==> src/rtl/fifo_rd_stream_if.sv <==
// Downstream valid/ready stream bundle used by fifo_rd_stream.
//   o_m_valid : registered downstream valid (driven by master)
//   o_m_data  : registered downstream data  (driven by master)
//   i_m_ready : downstream ready            (driven by slave)
// Member names are written from the point of view of the master block.
interface fifo_rd_stream_if #(
  parameter int DATA_WIDTH = 8
);
  logic                  o_m_valid;
  logic [DATA_WIDTH-1:0] o_m_data;
  logic                  i_m_ready;

  modport master (
    output o_m_valid,
    output o_m_data,
    input  i_m_ready
  );

  modport slave (
    input  o_m_valid,
    input  o_m_data,
    output i_m_ready
  );
endinterface

==> src/rtl/fifo_rd_stream.sv <==
// fifo_rd_stream: turns a show-ahead FIFO read port into a registered
// valid/ready stream using a main register plus one skid register, so the
// FIFO pop strobe never depends combinationally on downstream ready.
//
// Ports:
//   i_clk           clock, all state on rising edge
//   i_rst           synchronous active-high reset
//   i_fifo_rd_data  show-ahead FIFO data (valid when i_fifo_rd_empty=0)
//   i_fifo_rd_empty FIFO empty flag
//   ow_fifo_read    combinational FIFO pop strobe
//   m_if            downstream stream (master modport: valid/data out, ready in)
//   i_flush         synchronous discard of buffered entries
//   o_occupancy     buffered entry count 0..2
//   o_xfer_count    downstream handshake count
//
// Build option: define FIFO_RD_STREAM_CNT_EN to build the transfer counter;
// otherwise o_xfer_count is tied to 0 and no counter flops exist.
module fifo_rd_stream #(
  parameter int DATA_WIDTH = 8,
  parameter int CNT_WIDTH  = 16
) (
  input  logic                  i_clk,
  input  logic                  i_rst,
  input  logic [DATA_WIDTH-1:0] i_fifo_rd_data,
  input  logic                  i_fifo_rd_empty,
  output logic                  ow_fifo_read,
  fifo_rd_stream_if.master      m_if,
  input  logic                  i_flush,
  output logic [1:0]            o_occupancy,
  output logic [CNT_WIDTH-1:0]  o_xfer_count
);

  // Encoding equals the occupancy so the state register drives o_occupancy.
  typedef enum logic [1:0] {
    ST_EMPTY = 2'd0,
    ST_ONE   = 2'd1,
    ST_TWO   = 2'd2
  } state_t;

  state_t                r_state;
  logic                  r_valid;
  logic [DATA_WIDTH-1:0] r_main;
  logic [DATA_WIDTH-1:0] r_skid;
  logic                  w_pop;
  logic                  w_take;

  // Pop decision uses only registered state and FIFO/control inputs,
  // never i_m_ready, so the FIFO read path stays short.
  assign w_pop  = !i_fifo_rd_empty && !i_rst && !i_flush && (r_state != ST_TWO);
  assign w_take = r_valid && m_if.i_m_ready;

  assign ow_fifo_read   = w_pop;
  assign m_if.o_m_valid = r_valid;
  assign m_if.o_m_data  = r_main;
  assign o_occupancy    = r_state;

  // Buffer state machine
  always_ff @(posedge i_clk) begin
    if (i_rst) begin
      r_state <= ST_EMPTY;
      r_valid <= 1'b0;
      r_main  <= '0;
      r_skid  <= '0;
    end else if (i_flush) begin
      // Buffered words are dropped; data registers keep stale contents
      // since r_valid gates them.
      r_state <= ST_EMPTY;
      r_valid <= 1'b0;
    end else begin
      case (r_state)
        ST_EMPTY: begin
          if (w_pop) begin
            r_state <= ST_ONE;
            r_valid <= 1'b1;
            r_main  <= i_fifo_rd_data;
          end
        end
        ST_ONE: begin
          if (w_pop && w_take) begin
            r_main <= i_fifo_rd_data;
          end else if (w_pop) begin
            // Downstream stalled: park the new word behind the main one.
            r_state <= ST_TWO;
            r_skid  <= i_fifo_rd_data;
          end else if (w_take) begin
            r_state <= ST_EMPTY;
            r_valid <= 1'b0;
          end
        end
        ST_TWO: begin
          if (w_take) begin
            r_state <= ST_ONE;
            r_main  <= r_skid;
          end
        end
        default: begin
          r_state <= ST_EMPTY;
          r_valid <= 1'b0;
        end
      endcase
    end
  end

`ifdef FIFO_RD_STREAM_CNT_EN
  logic [CNT_WIDTH-1:0] r_xfer_count;

  // Handshake counter: counts takes even in a flush cycle, wraps naturally.
  always_ff @(posedge i_clk) begin
    if (i_rst) begin
      r_xfer_count <= '0;
    end else if (w_take) begin
      r_xfer_count <= r_xfer_count + 1'b1;
    end
  end

  assign o_xfer_count = r_xfer_count;
`else
  assign o_xfer_count = '0;
`endif

endmodule

==> src/flat_wrapper.sv <==
// flat-port wrapper written by rule: the top's interface ports become plain ports
module fifo_rd_stream_flat 
#(
  parameter int DATA_WIDTH = 8,
  parameter int CNT_WIDTH  = 16
)
  (i_clk, i_rst, i_fifo_rd_data, i_fifo_rd_empty, ow_fifo_read, i_flush, o_occupancy, o_xfer_count, m_if_o_m_valid, m_if_o_m_data, m_if_i_m_ready);
  fifo_rd_stream_if #(.DATA_WIDTH(DATA_WIDTH)) m_if_i ();
  input  logic i_clk;
  input  logic i_rst;
  input  logic [DATA_WIDTH-1:0] i_fifo_rd_data;
  input  logic i_fifo_rd_empty;
  output logic ow_fifo_read;
  input  logic i_flush;
  output logic [1:0] o_occupancy;
  output logic [CNT_WIDTH-1:0] o_xfer_count;
  output wire logic [$bits(m_if_i.o_m_valid)-1:0] m_if_o_m_valid;
  output wire logic [$bits(m_if_i.o_m_data)-1:0] m_if_o_m_data;
  input wire logic [$bits(m_if_i.i_m_ready)-1:0] m_if_i_m_ready;
  assign m_if_o_m_valid = m_if_i.o_m_valid;
  assign m_if_o_m_data = m_if_i.o_m_data;
  assign m_if_i.i_m_ready = m_if_i_m_ready;
  fifo_rd_stream #(.DATA_WIDTH(DATA_WIDTH), .CNT_WIDTH(CNT_WIDTH)) u_core (.i_clk(i_clk), .i_rst(i_rst), .i_fifo_rd_data(i_fifo_rd_data), .i_fifo_rd_empty(i_fifo_rd_empty), .ow_fifo_read(ow_fifo_read), .m_if(m_if_i), .i_flush(i_flush), .o_occupancy(o_occupancy), .o_xfer_count(o_xfer_count));
endmodule
==> config.mk <==
export PLATFORM = sky130hd
export DESIGN_NAME = fifo_rd_stream_flat
export DESIGN_NICKNAME = d
export VERILOG_FILES = /design/src/rtl/fifo_rd_stream_if.sv /design/src/rtl/fifo_rd_stream.sv /design/src/flat_wrapper.sv
export SDC_FILE = /design/constraint.sdc
export NUM_CORES = 1
export LEC_CHECK = 0
export CORE_ASPECT_RATIO = 0.9
export CORE_MARGIN = 4
export CORE_UTILIZATION = 45
export DETAILED_ROUTE_END_ITERATION = 7
export HOLD_SLACK_MARGIN = 0.02
export PLACE_DENSITY = 0.83
export SLEW_MARGIN = 40
export SYNTH_ARGS = -nofsm -noshare
export SYNTH_HDL_FRONTEND = slang
export SYNTH_SLANG_ARGS = --single-unit
==> constraint.sdc <==
create_clock -name i_clk -period 2.95 [get_ports i_clk]
set_clock_uncertainty 0.05 [all_clocks]
set_input_delay 0.4425 -clock i_clk [delete_from_list [all_inputs] [get_ports i_clk]]
set_output_delay 0.4425 -clock i_clk [all_outputs]
set_load 0.1 [all_outputs]
==> Word-level counts from Yosys, hierarchy flattened <==
Index checks and enable logic that the tools add are counted.
{ "word_totals": {"elab_cells": 47, "ff_bits": 19, "out_inout_bits": 28} }
{ "op_classes": {"bitwise": 3, "n_eq_ne": 10, "mux": 15, "n_reduce_logical": 15} }
{ "ops": {"columns": ["operator", "count"], "rows": [
  ["8-bit two-way mux", 3],
  ["8-bit case mux with 3 select lines", 1],
  ["2-bit two-way mux", 5],
  ["5-bit AND reduction", 2],
  ["2-bit by 1-bit inequality test with 1-bit output (second input constant)", 4],
  ["4-bit AND reduction", 2],
  ["2-bit inequality test (second input constant)", 3],
  ["2-bit case mux with 3 select lines", 1],
  ["1-bit logical AND", 5],
  ["1-bit two-way mux", 4],
  ["1-bit zero test", 3],
  ["3-bit by 1-bit inequality test with 1-bit output (second input constant)", 1],
  ["1-bit NOT", 3],
  ["1-bit case mux with 3 select lines", 1],
  ["3-bit nonzero test", 1],
  ["2-bit by 1-bit equality test with 1-bit output (second input constant)", 1],
  ["2-bit equality test (second input constant)", 1],
  ["2-bit zero test", 1],
  ["2-bit OR reduction", 1]
]} }

==> Logic depth before layout (Yosys ltp) <==
{ "logic_depth": {"ltp_word": 7, "mapped_depth": 6, "mapped_depth_nobuf": 4} }

==> Worst setup path before layout <==
OpenSTA, ideal clock, no wires.
{ "synth_path": {"path_type": "register to output", "startpoint": "reg u_core.r_state[0] (netlist: u_core.o_occupancy[0])", "endpoint": "out ow_fifo_read", "required_ps": 2457, "path_buffers": 2, "path_stages_with_launch": 5, "t_arrival_ps": 4368, "setup_slack_ps": -1911, "path_cell_list": "dfxtp_1 > clkbuf_1 > nor2b_1 > clkbuf_1 > nor4_1"} }
{ "synth_between": {"elab_chain_len": 2} }
{ "synth_lines": {"columns": ["element", "line_no", "source"], "rows": [
  ["from (decl)", "fifo_rd_stream.sv:40", "state_t r_state;"],
  ["from (signal assigned)", "fifo_rd_stream.sv:60", "r_state <= ST_EMPTY;"],
  ["from (signal assigned)", "fifo_rd_stream.sv:67", "r_state <= ST_EMPTY;"],
  ["from (signal assigned)", "fifo_rd_stream.sv:73", "r_state <= ST_ONE;"],
  ["2-bit inequality test", "fifo_rd_stream.sv:49", "assign w_pop = !i_fifo_rd_empty && !i_rst && !i_flush && (r_state != ST_TWO);"],
  ["1-bit logical AND", "fifo_rd_stream.sv:49", null],
  ["to (decl)", "flat_wrapper.sv:13", "output logic ow_fifo_read;"]
]} }
No other way between the ends.

==> Worst setup path after layout <==
{ "layout_path": {"startpoint": "reg u_core.r_state[1] (netlist: u_core.o_occupancy[1])", "endpoint": "out ow_fifo_read"} }
Same word-level chain as after synthesis.

==> impl_metrics.csv <==
group,metric,value,unit
outcome,outcome,"complete, no violations",
die,start_util,46.9,%
sta,max_slew_margin,49.7,%
sta,hold_viol_final,0,
routing,wl,1.99,mm
placement,hpwlAfterDp,1.56,mm
grt,antenna_found_initial,0,
logic_synthesis,netlist.area_leader.share,37.5,%
clock_tree,cts_buffers,3,
clock_tree,cts_resized,0,
clock_tree,tritoncts,"built",
clock_tree,cts_sinks,19,
routing,drt-wirelength-per-cell,12.0,um
sta,hold_ws,458,ps
grt,grt_pass1_vias,795,
routing,antenna_left,0,
power_and_ir_drop,pwr_density_cell,513,mW/mm^2
placement,numPortBuffers,24,
logic_synthesis,yosysUniqueCellTypes,27,
logic_synthesis,syn-instance-count,116,
critical_path,critPathKind,"reg -> out",
grt,grt_pass1_wl,3.26,mm
logic_synthesis,yosysWarningCount,0,
final_layout,diodes,0,
clock_tree,cts_setup_buffers,0,
routing,drt_iter0_drc,11,
die,die_h,53.1,um
critical_path,critPathMaxFanout,10,
sta,fin_crit,2250,ps
run,maxCapViolCount,0,
logic_synthesis,seq_area_frac_synth,37.5,%
final_layout,nets,152,
logic_synthesis,synth_common_cells,"nor2_1 (27), dfxtp_1 (19), buf_4 (17)",
power_and_ir_drop,internal_power,359,uW
power_and_ir_drop,p_switching,267,uW
routing,drtPass1Iterations,4,
critical_path,cp-end-kind,"primary output",
logic_synthesis,synth_edf_count,0,
logic_synthesis,ys.flop_type,"dfxtp_1",
critical_path,worstSetupStartpointType,"flop",
hold_path,hold_path.class,"reg -> reg",
placement,routabilityCongestion,0.881,
clock_tree,clock_latency,300,ps
routing,drc,0,
die,dieWidth,58.1,um
clock_tree,cts-root-buf,"clkbuf_4",
sta,setup_viol,0,
sta,fin_ws,700,ps
clock_tree,postCtsHoldBufs,0,
logic_synthesis,synth_area_leaders,"dfxtp_1 (37%), buf_4 (13%), nor2_1 (10%)",
logic_synthesis,async_flop_share,0,%
sta,post-route-period-util,76.3,%
sta,fmax,0.444,GHz
final_layout,drive_above_1_share,17.4,%
grt,grt_usage,13.6,%
logic_synthesis,syn-cell-area,0.00101,mm^2
clock_tree,clk_pin_slew,110,ps
clock_tree,h-tree-depth,1,
logic_synthesis,synth_seq_cells,19,
final_layout,finish.instance_area,0.00122,mm^2
power_and_ir_drop,ir_worst_vdd,0.394,mV
grt,grt_overflow,0,
clock_tree,cts_buffer_depth,2,
power_and_ir_drop,power.leakage,0.000601,uW
die,coreArea,0.00216,mm^2
grt,grt_max_degree,17,
logic_synthesis,synth_top_cell_by_area,"dfxtp_1",
power_and_ir_drop,seq_power_share,43.5,%
placement,pre_cts_ws,491,ps
power_and_ir_drop,netSwitchingFraction,42.7,%
critical_path,cp_data_required_time,2460,ps
placement,postPlaceCellArea,0.00119,mm^2
final_layout,n_fill_cell,221,
sta,rsz0062_at_grt,"false",
sta,drv_slew,0,
die,dieArea,0.00308,mm^2
logic_synthesis,syn_area_per_cell,8.75,um^2
critical_path,critPathArrivalTime,1760,ps
power_and_ir_drop,power_frac_clock,20.9,%
sta,tightest_slew,753,ps
routing,via_per_inst,5.04,
sta,tns,0,ps
power_and_ir_drop,pwr-share-comb,35.6,%
die,row_count,16,
routing,via_count,831,
logic_synthesis,synth.most_common_cell,"nor2_1",
die,io_pins,41,
final_layout,synthToLayoutAreaGrowth,20.3,%
power groups by stage:
stage	Sequential, uW	Combinational, uW	Clock [uW]
6_report	273	223	131
5_1_grt	274	230	150
4_1_cts	273	223	138
3_5_place_dp	279	223	0
3_3_place_gp	278	221	0
2_1_floorplan	333	143	0
flip-flops by register name (all words and copies together), names as in the netlist:
signal                 cells
u_core.m_if.o_m_valid      1
u_core.r_skid              8
u_core.o_occupancy         2
u_core.m_if.o_m_data       8
metal layers:
metal  wire, um  part of all wire, %  global-route usage, %  up-vias
met2        978                   49                   24.1       32
met5          0                    0                      0        -
met3        196                  9.9                   5.85        0
met1        813                   41                   15.2      377
met4          0                    0                   2.32        0
li1           -                    -                      -      422
kinds of logic after synthesis:
logic type,Yosys count,share of synthesized area [%]
other cells,1,0.370
buf+inv,24,16.6
compound gates,23,18.6
simple gates,41,19.0
mux,8,7.89
flops,19,37.5
critical path, cell delays in order (launching register included):
cell,delay (ps)
dfxtp_1,500
nor2b_1,660
nor4_4,100
buf_12,200
cell type report:
cell class,instances,area (um^2),area share [%]
clock buffer,3,22.5,1.84
clock inverter,1,5.00,0.410
inverter,1,3.75,0.307
multi-input combinational,88,537,44.0
sequential,19,382,31.3
tap,27,33.8,2.77
timing repair buffer,26,238,19.5
through the flow:
step / utilization [%] / cells / total power, uW
finish: 56.5 / 165 / 627
global route: 56.5 / 165 / 655
CTS: 56.5 / 165 / 634
detailed placement: 55.2 / 161 / 501
global placement: 55.2 / 161 / 500
floorplan: - / 131 / 476
path summary, 6_finish.rpt:
path	start	endpoint	slack, ps	cells past startpoint
max	u_core.o_occupancy[1]$_SDFFE_PP0P_	ow_fifo_read	700	3
min	u_core.r_skid[3]$_SDFFE_PP0P_	u_core.r_skid[3]$_SDFFE_PP0P_	460	2
max reg2reg	u_core.o_occupancy[1]$_SDFFE_PP0P_	u_core.m_if.o_m_data[7]$_SDFFE_PP0P_	1050	4
min reg2reg	u_core.r_skid[3]$_SDFFE_PP0P_	u_core.r_skid[3]$_SDFFE_PP0P_	460	2
layout by cell type, fill, tap and decap left out, types with 2 or more instances in the layout:
master,instances
clkbuf_4,3
o311a_1,8
a21oi_1,2
nor2_1,27
o22ai_1,8
clkdlybuf4s50_1,12
nand3_1,3
buf_4,13
dfxtp_1,18
nand2_1,2
conb_1,16
mux2i_1,8
Note: power is estimated with default switching activity, not from simulation.
